### src/rtl/multi_channel_square_wave_generator_if.sv
// Bus bundle for the multi-channel square-wave generator. The period_done_o pulses exist
// only when SQW_PERIOD_DONE_EN is defined.
interface multi_channel_square_wave_generator_if #(
  parameter int unsigned NUM_CH = 4,
  parameter int unsigned DUTY_W = 4
);
  logic [NUM_CH-1:0]        en_i;
  logic [NUM_CH-1:0]        load_i;
  logic [NUM_CH*DUTY_W-1:0] on_duty_i;
  logic [NUM_CH*DUTY_W-1:0] off_duty_i;
  logic [NUM_CH-1:0]        wave_o;
`ifdef SQW_PERIOD_DONE_EN
  logic [NUM_CH-1:0]        period_done_o;

  modport master (
    output en_i, load_i, on_duty_i, off_duty_i,
    input  wave_o, period_done_o
  );

  modport slave (
    input  en_i, load_i, on_duty_i, off_duty_i,
    output wave_o, period_done_o
  );
`else
  modport master (
    output en_i, load_i, on_duty_i, off_duty_i,
    input  wave_o
  );

  modport slave (
    input  en_i, load_i, on_duty_i, off_duty_i,
    output wave_o
  );
`endif
endinterface

### src/rtl/multi_channel_square_wave_generator.sv
// Independent per-channel square-wave generators with shadowed on/off duty registers.
// Optional SQW_PERIOD_DONE_EN adds a registered one-cycle pulse per period boundary.
module multi_channel_square_wave_generator #(
  parameter int unsigned NUM_CH      = 4,
  parameter int unsigned DUTY_W      = 4,
  parameter int unsigned TICK_CYCLES = 10
) (
  input  logic clk_i,
  input  logic rst_ni,
  multi_channel_square_wave_generator_if.slave sqw
);

  localparam int unsigned MaxTicks = TICK_CYCLES * ((2 ** DUTY_W) - 1);
  localparam int unsigned CntW     = (MaxTicks > 1) ? $clog2(MaxTicks) : 1;
  // One spare bit so TICK_CYCLES*duty never wraps before the -1.
  localparam int unsigned ProdW    = CntW + 1;
  localparam logic [ProdW-1:0] Tick = ProdW'(TICK_CYCLES);

  typedef enum logic [1:0] {StIdle, StOn, StOff} state_e;

  for (genvar c = 0; c < NUM_CH; c++) begin : g_ch
    state_e              state_q, state_d;
    logic [CntW-1:0]     cnt_q, cnt_d;
    logic [DUTY_W-1:0]   sh_on_q, sh_off_q, sh_on_d, sh_off_d;
    logic [DUTY_W-1:0]   act_on_q, act_off_q, act_on_d, act_off_d;
    logic [ProdW-1:0]    on_ticks, off_ticks;
    logic                on_end, off_end, boundary, start, reload;
    logic                wave_q;

    // Shadow next-state doubles as the reload source, giving load/boundary bypass.
    assign sh_on_d  = sqw.load_i[c] ? sqw.on_duty_i[c*DUTY_W +: DUTY_W]  : sh_on_q;
    assign sh_off_d = sqw.load_i[c] ? sqw.off_duty_i[c*DUTY_W +: DUTY_W] : sh_off_q;

    assign on_ticks  = Tick * ProdW'(act_on_q);
    assign off_ticks = Tick * ProdW'(act_off_q);
    assign on_end    = (cnt_q == CntW'(on_ticks - ProdW'(1)));
    assign off_end   = (cnt_q == CntW'(off_ticks - ProdW'(1)));

    always_comb begin
      state_d   = state_q;
      cnt_d     = cnt_q;
      act_on_d  = act_on_q;
      act_off_d = act_off_q;
      boundary  = 1'b0;
      start     = 1'b0;
      if (!sqw.en_i[c]) begin
        state_d   = StIdle;
        cnt_d     = '0;
        act_on_d  = '0;
        act_off_d = '0;
      end else begin
        unique case (state_q)
          StIdle: start = 1'b1;
          StOn: begin
            if (on_end) begin
              cnt_d = '0;
              if (act_off_q != '0) state_d = StOff;
              else                 boundary = 1'b1;
            end else begin
              cnt_d = cnt_q + CntW'(1);
            end
          end
          StOff: begin
            if ((act_off_q == '0) || off_end) begin
              cnt_d    = '0;
              boundary = 1'b1;
            end else begin
              cnt_d = cnt_q + CntW'(1);
            end
          end
          default: state_d = StIdle;
        endcase
      end
      reload = boundary | start;
      if (reload) begin
        act_on_d  = sh_on_d;
        act_off_d = sh_off_d;
        state_d   = (sh_on_d != '0) ? StOn : StOff;
      end
    end

    always_ff @(posedge clk_i or negedge rst_ni) begin
      if (!rst_ni) begin
        state_q   <= StIdle;
        cnt_q     <= '0;
        sh_on_q   <= '0;
        sh_off_q  <= '0;
        act_on_q  <= '0;
        act_off_q <= '0;
        wave_q    <= 1'b0;
      end else begin
        state_q   <= state_d;
        cnt_q     <= cnt_d;
        sh_on_q   <= sh_on_d;
        sh_off_q  <= sh_off_d;
        act_on_q  <= act_on_d;
        act_off_q <= act_off_d;
        wave_q    <= (state_d == StOn);
      end
    end

    assign sqw.wave_o[c] = wave_q;

`ifdef SQW_PERIOD_DONE_EN
    logic pd_q;

    always_ff @(posedge clk_i or negedge rst_ni) begin
      if (!rst_ni) pd_q <= 1'b0;
      else         pd_q <= boundary;
    end

    assign sqw.period_done_o[c] = pd_q;
`endif
  end

endmodule

### src/flat_wrapper.sv
// flat-port wrapper written by rule: the top's interface ports become plain ports
module multi_channel_square_wave_generator_flat 
#(
  parameter int unsigned NUM_CH      = 4,
  parameter int unsigned DUTY_W      = 4,
  parameter int unsigned TICK_CYCLES = 10
)
  (clk_i, rst_ni, sqw_en_i, sqw_load_i, sqw_on_duty_i, sqw_off_duty_i, sqw_wave_o);
  multi_channel_square_wave_generator_if #(.NUM_CH(NUM_CH), .DUTY_W(DUTY_W)) sqw_i ();
  input  logic clk_i;
  input  logic rst_ni;
  input wire logic [$bits(sqw_i.en_i)-1:0] sqw_en_i;
  input wire logic [$bits(sqw_i.load_i)-1:0] sqw_load_i;
  input wire logic [$bits(sqw_i.on_duty_i)-1:0] sqw_on_duty_i;
  input wire logic [$bits(sqw_i.off_duty_i)-1:0] sqw_off_duty_i;
  output wire logic [$bits(sqw_i.wave_o)-1:0] sqw_wave_o;
  assign sqw_i.en_i = sqw_en_i;
  assign sqw_i.load_i = sqw_load_i;
  assign sqw_i.on_duty_i = sqw_on_duty_i;
  assign sqw_i.off_duty_i = sqw_off_duty_i;
  assign sqw_wave_o = sqw_i.wave_o;
  multi_channel_square_wave_generator #(.NUM_CH(NUM_CH), .DUTY_W(DUTY_W), .TICK_CYCLES(TICK_CYCLES)) u_core (.clk_i(clk_i), .rst_ni(rst_ni), .sqw(sqw_i));
endmodule
### config.mk
export PLATFORM = sky130hd
export DESIGN_NAME = multi_channel_square_wave_generator_flat
export DESIGN_NICKNAME = d
export VERILOG_FILES = /design/src/rtl/multi_channel_square_wave_generator_if.sv /design/src/rtl/multi_channel_square_wave_generator.sv /design/src/flat_wrapper.sv
export SDC_FILE = /design/constraint.sdc
export NUM_CORES = 1
export LEC_CHECK = 0
export BUFFER_PORTS_ARGS = -buffer_cell sky130_fd_sc_hd__buf_2
export CAP_MARGIN = 20
export CORE_UTILIZATION = 30
export CTS_CLUSTER_DIAMETER = 50
export DETAILED_ROUTE_END_ITERATION = 8
export GPL_ROUTABILITY_DRIVEN = 0
export PLACE_DENSITY = 0.46
export RECOVER_POWER = 50
export SLEW_MARGIN = 10
export SYNTH_ARGS = -nofsm -noshare
export SYNTH_HDL_FRONTEND = slang
export SYNTH_SLANG_ARGS = --single-unit
### constraint.sdc
create_clock -name clk_i -period 4.6 [get_ports clk_i]
set_clock_uncertainty 0.05 [all_clocks]
set_input_delay 0.92 -clock clk_i [delete_from_list [all_inputs] [get_ports clk_i]]
set_output_delay 0.92 -clock clk_i [all_outputs]
set_load 0.02 [all_outputs]
==> results.md, run 1 <==
- Outcome: finished with violations
- Violated checks: capacitance limit, slew limit
- Combinational share of power: 37.6%
- Drt initial violations: 314
- Critical Path AT: 4.13 ns
- Number of synthesized flops with an enable pin: 0
- Vias: roughly 5,800
- Peak VDD IR: 0.1916 mV
- Clk_lat worst skew: approximately 0.36 ns
- Final hold vios: 0
- Avg Inst Size Synth: approximately 9.4 um2
- Final worst slack: 0.6552 ns
- ANT cells: 0
- Maxcap violations: 1
- Synth Net Count: 930
- Vias in the first global route: approximately 5,800
- Setup TNS: 0 ns
- Root Buffer: clkbuf_16
- Initial antenna violation count: 0
- Share of layout cells above drive strength 1: 10.05%
- Sw Ratio: 37.93%
- Post_cts resized: 0
- Dpl ws: roughly 0.65 ns
- Min Hold Slack: 0.4321 ns
- WP data required: 4.79 ns
- Bufs on Longest Clock Path: 2
- CTS HTree Levels: 3
- Most common cell after layout, fill and taps aside: dfrtp_1
- Setup bufs post-CTS: 0
- Seq pwr share: a little under two fifths
- Largest fanout on the critical path: 19
- Finished Layout Cells: 1,166
- Total GRT Usage: a little over an eighth
- CTS Buf Count: 9
- Synth cell types: 65
- Hpwl dp: 11.88 mm
- Cell Int Power: about 1.9 mW
- Area Growth Syn to Fin: 9.703%
- Final Max Tran Viols: 38
- Core ar.: approximately 25,000 um2
- Clk sink count: between 100 and 150
- Clock network power share: 24.5%
- Crit path time final: 3.945 ns
- FMAX: 0.2535 GHz
- Die height: ~160 um
- Die ar.: 26,220 um2
- Residual DRC: 0
- RSZ-0062 raised after global routing: false
- Relative slew slack: -53.73%
- Power density over the cells: 371.3 nW/um2
- Cell Area, Synth: ~7700 um2
- Ys async rst share: 100.0%
- Largest net degree at the start of global routing: 72
- Leak Pwr: 3.783 nW
- Tightest Pin Transition: 2.306 ns
- YS warnings: 0
- Main flop type after synthesis: dfrtp_1
- DRT antenna net count: 0
- Commonest non-fill, non-tap cells in the layout: 108 x dfrtp_1, 64 x ha_1, 62 x nand2_1
- First-pass GRT wire length: 28.76 mm
- Drt total wl: 16.37 mm
- Critical path launch point type: flip-flop
- Drt via density: roughly 5
- IO Port Bufs: 45
- Gr ovfl total: 0
- Row Count: 58
- CTS tree: done
- DIE WIDTH: 161.9 um
- Synthesized flop and latch total: 108
- Reg clk slew, reported paths: around 0.08 ns
- Hold Buf Count CTS: 0
- Initial Util: between 30% and 40%
- CP Capture Type: flip-flop
- Sw power: 1.185 mW
- Min-Delay Path Class: reg2reg
- DR WL/cell: 14.04 um
- Crit path kind: reg2reg
- # setup viols final: 0
- Final nets: between 900 and 1,000
- Final worst-path cycle share: 85.76%
- Io pins: 46
- 1st-pass router iterations: 4
- Syn Inst Count: 816
- Seq/Total Area, Yosys: 35.23%
- Post-Place Cells: 1,148
sequential cells by signal, summed over array words and instances, names as in the netlist:
signal / count
u_core.g_ch.act_on_q: 16
u_core.g_ch.state_q: 8
u_core.g_ch.act_off_q: 16
u_core.g_ch.cnt_q: 32
u_core.g_ch.sh_off_q: 16
u_core.g_ch.sh_on_q: 16
u_core.g_ch.wave_q: 4
power by group through the flow:
stage | registers, mW | logic [mW] | clock network [mW]
after floorplan | 1.17 | 0.965 | 0
after global placement | 1.21 | 1.18 | 0
after detailed placement | 1.21 | 1.18 | 0
after CTS | 1.19 | 1.19 | 0.793
after global routing | 1.21 | 1.35 | 0.827
final | 1.19 | 1.17 | 0.765
per-layer routing:
| layer | track usage [%] | vias up | routed length [um] |
|---|---|---|---|
| li1 | - | 2946 | - |
| met1 | 18.81 | 2796 | 8537 |
| met2 | 21.30 | 69 | 7273 |
| met3 | 1.634 | 10 | 386 |
| met4 | 3.688 | 0 | 176 |
| met5 | 0 | - | 0 |
worst max-delay path, cell delays in order, from the launching register on:
cell and delay (ns):
dfrtp_1 0.45, ha_1 0.30, ha_1 0.22, fa_1 0.50, or4b_4 0.51, or3_1 0.35
a31oi_1 0.22, xor2_1 0.12, a21o_2 0.22, a31oi_4 0.46, nor3b_1 0.12, or2_2 0.31
worst paths after layout:
path | from | end | slack (ns) | cells past startpoint
min in group asynchronous | rst_ni | u_core.g_ch[1].sh_on_q[1]$_DFF_PN0_ | 1.20 | 1
worst min register to register | u_core.g_ch[1].sh_off_q[0]$_DFF_PN0_ | u_core.g_ch[1].sh_off_q[0]$_DFF_PN0_ | 0.43 | 1
worst min-delay path | u_core.g_ch[1].sh_off_q[0]$_DFF_PN0_ | u_core.g_ch[1].sh_off_q[0]$_DFF_PN0_ | 0.43 | 1
worst max register to register | u_core.g_ch[2].act_off_q[3]$_DFFE_PN0P_ | u_core.g_ch[2].state_q[0]$_DFF_PN0_ | 0.66 | 11
max in group asynchronous | rst_ni | u_core.g_ch[2].sh_on_q[2]$_DFF_PN0_ | 1.32 | 2
worst max-delay path | u_core.g_ch[2].act_off_q[3]$_DFFE_PN0P_ | u_core.g_ch[2].state_q[0]$_DFF_PN0_ | 0.66 | 11
kinds of logic (layout without fill, tap and decap cells):
logic type               Yosys count  in the layout  share of synthesized area [%]
AO/OA/AOI/OAI                    154            154                          13.83
XOR/XNOR                          78             78                          9.083
adder cells (fa/ha/maj)           72             72                          12.52
buffers and inverters             86            106                          4.664
flip-flops                       108            108                          35.23
multiplexers                      36             36                          5.235
AND/OR/NAND/NOR                  282            282                          19.44
per-stage QoR:
| stage | power (mW) | utilization, % | instance area, um2 |
|---|---|---|---|
| after floorplan | 2.132 | - | 7672 |
| after global placement | 2.388 | 32.42 | 8140 |
| after detailed placement | 2.389 | 32.42 | 8140 |
| after CTS | 3.173 | 33.52 | 8416 |
| after global routing | 3.391 | 33.52 | 8417 |
| final | 3.125 | 33.52 | 8417 |
synthesized netlist by cell type, drive strengths merged (11+ instances only):
cell,number,area [um2]
mux2,33,371.6
xnor2,47,411.6
o21ai,40,200.2
nor3,37,185.2
nor2,36,135.1
buf,15,91.34
nand2,62,232.7
dfrtp,108,2703
clkbuf,31,116.4
a21o,13,98.85
and3,12,75.07
a21oi,18,90.09
ha,64,800.8
a31oi,14,102.6
o31ai,11,82.58
xor2,30,262.8
a211o,14,122.6
inv,40,150.1
nor3b,23,172.7
nand3,52,260.3
layout make-up:
cell class,instances,area [um2]
clock inverters,7,50.05
clock buffers,9,225.2
multi-input cells,622,4612
well taps,330,412.9
inverters,40,150.1
repair buffers,50,264.0
flip-flops and latches,108,2703
fillers,2663,16690
Power figures use the tool's default switching activity.
==> inputs of run 2 (changes only) <==
PLACE_DENSITY = not set   (was 0.46)
==> run 2 against run 1 <==
  * The run still ends with capacitance limit, slew limit left
  * Core utilization barely moved
  * Setup slack better by 0.0083 ns
  * Clock power grew 5.9%
  * Die area did not move
  * Global-route usage shrank 0.70 points
  * Critical path depth unchanged
  * First-iteration DRC count down 35%
  * Critical path type unchanged
  * Flip-flop and latch count stayed put
  * Hold slack gained 0.019 ns
==> results.md, run 2 (synthesis gave the netlist of run 1 again) <==
- Critical path launch point type: flip-flop
- DRT antenna net count: 0
- Critical Path Source: u_core.g_ch[2].act_off_q[3]$_DFFE_PN0P_
- Area Growth Syn to Fin: 9.834%
- Final worst slack: 0.6635 ns
- Placed cell area: 8140 um2
- Die height: approximately 160 um
- Final Max Tran Viols: 109
- Setup TNS: 0 ns
- Drt via density: 5.018
- 1st-pass router iterations: 4
- Initial Util: 30.56%
- Filler instances: between 2,000 and 3,000
- Gr ovfl total: 0
- Bufs on Longest Clock Path: 2
- Outcome: finished with violations
- Critical Path AT: 4.13 ns
- DR WL/cell: between 10 and 15 um
- Drt initial violations: 203
- Met3 wire length: 287 um
- Final Core Density: 33.56%
- Seq pwr share: 37.4%
- Design area: ~8400 um2
- Peak VDD IR: 0.1668 mV
- Most used cell, CP: ha_1
- Final total power: 3.170 mW
- Relative slew slack: -85.79%
- Vias in the first global route: 5,666
- Biggest register: u_core.g_ch.cnt_q
- First-pass GRT wire length: 27.17 mm
- Post_cts resized: 0
- RSZ-0062 raised after global routing: false
- ANT cells: 0
- CP Capture Type: flip-flop
- Crit path largest cell delay: 0.51 ns
- Crit path kind: reg2reg
- Reg clk slew, reported paths: about 0.080 ns
- Total GRT Usage: between 10% and 20%
- Vias: 5,841
- Maxcap violations: 1
- Crit path time final: 3.936 ns
- Setup bufs post-CTS: 0
- Crit-path cells: ha_1 -> ha_1 -> fa_1 -> or4b_4 -> or3_1 -> a31oi_1 -> xor2_1 -> a21o_2 -> a31oi_4 -> nor3b_1 -> or2_2
- Worst path slowest cell: or4b_4
- CTS tree: done
- Share of layout cells above drive strength 1: 12.47%
- WL met2: roughly 7.1 mm
- Dpl ws: 0.6533 ns
- Cell Int Power: 2.000 mW
- Final worst-path cycle share: 85.58%
- CTS HTree Levels: 3
- Sw Ratio: 36.92%
- Most common cell after layout, fill and taps aside: dfrtp_1
- Commonest non-fill, non-tap cells in the layout: 108 x dfrtp_1, 64 x ha_1, 62 x nand2_1
- FMAX: 0.2540 GHz
- Critical R2R Launch: u_core.g_ch[2].act_off_q[3]$_DFFE_PN0P_
- Core ar.: 25,110 um2
- Io pins: between 40 and 50
- Combinational share of power: 37.1%
- Top delay family on crit path: simple AND/OR/NAND/NOR gates
- Violated checks: capacitance limit, slew limit
- Worst hold start: u_core.g_ch[0].sh_off_q[0]$_DFF_PN0_
- Min-Delay Path Class: reg2reg
- Largest net degree at the start of global routing: 109
- Min Hold Slack: roughly 0.45 ns
- Largest fanout on the critical path: 19
- Post-Place Cells: 1,148
- Die ar.: between 20,000 and 30,000 um2
- Initial antenna violation count: 1
- WP data required: ~4.8 ns
- Final hold vios: 0
- Finished Layout Cells: 1,164
- Met1 WL: 7.926 mm
- Clock network power share: 25.5%
- Power density over the cells: ~380 nW/um2
- IO Port Bufs: 45
- Root Buffer: clkbuf_16
- Top sig layer: met4
- Drt total wl: 15.57 mm
- Final nets: approximately 940
- Leak Pwr: 3.792 nW
- Residual DRC: 0
- Sw power: 1.171 mW
- Row Count: 58
- # setup viols final: 0
- Tightest Pin Transition: 2.787 ns
- CP Buf/Inv Count: 0
- Clk sink count: between 100 and 150
- CTS Buf Count: 9
- Hold Buf Count CTS: 0
- Hpwl dp: between 10 and 15 mm
- Clk_lat worst skew: around 0.36 ns
- Max reg flops: 32
- DIE WIDTH: 161.9 um
run 2: power by group through the flow:
| stage | logic (mW) | registers [mW] | clock network (mW) |
|---|---|---|---|
| after detailed placement | 1.18 | 1.20 | 0 |
| after CTS | 1.19 | 1.19 | 0.836 |
| after floorplan | 0.965 | 1.17 | 0 |
| after global placement | 1.16 | 1.20 | 0 |
| after global routing | 1.34 | 1.21 | 0.874 |
| final | 1.18 | 1.18 | 0.810 |
run 2: worst reg2reg max path: stages (launching register included):
cell	delay, ns
dfrtp_1	0.45
ha_1	0.31
ha_1	0.22
fa_1	0.49
or4b_4	0.51
or3_1	0.36
a31oi_1	0.22
xor2_1	0.11
a21o_2	0.22
a31oi_4	0.45
nor3b_1	0.12
or2_2	0.31
run 2: path summary, 6_finish.rpt:
kind,end,slack (ns),cells past startpoint
worst max-delay path,u_core.g_ch[2].state_q[0]$_DFF_PN0_,0.66,11
worst min-delay path,u_core.g_ch[0].sh_off_q[0]$_DFF_PN0_,0.45,1
worst max register to register,u_core.g_ch[2].state_q[0]$_DFF_PN0_,0.66,11
worst min register to register,u_core.g_ch[0].sh_off_q[0]$_DFF_PN0_,0.45,1
max in group asynchronous,u_core.g_ch[3].state_q[1]$_DFF_PN0_,1.36,2
min in group asynchronous,u_core.g_ch[1].act_off_q[0]$_DFFE_PN0P_,1.44,2
run 2: final cells by class:
type / count / area (um2) / share of cell area (%)
clock buffer: 9 / 225.2 / 2.673
clock inverter: 6 / 73.82 / 0.8760
inverter: 40 / 150.1 / 1.782
multi-input combinational: 622 / 4612 / 54.73
sequential: 108 / 2703 / 32.07
tap: 330 / 412.9 / 4.900
timing repair buffer: 49 / 250.2 / 2.970
run 2: per-layer routing:
metal	vias up	GRT usage, %
met2	59	20.31
met5	-	0
met1	2814	17.43
met4	0	4.245
li1	2953	-
met3	15	1.583
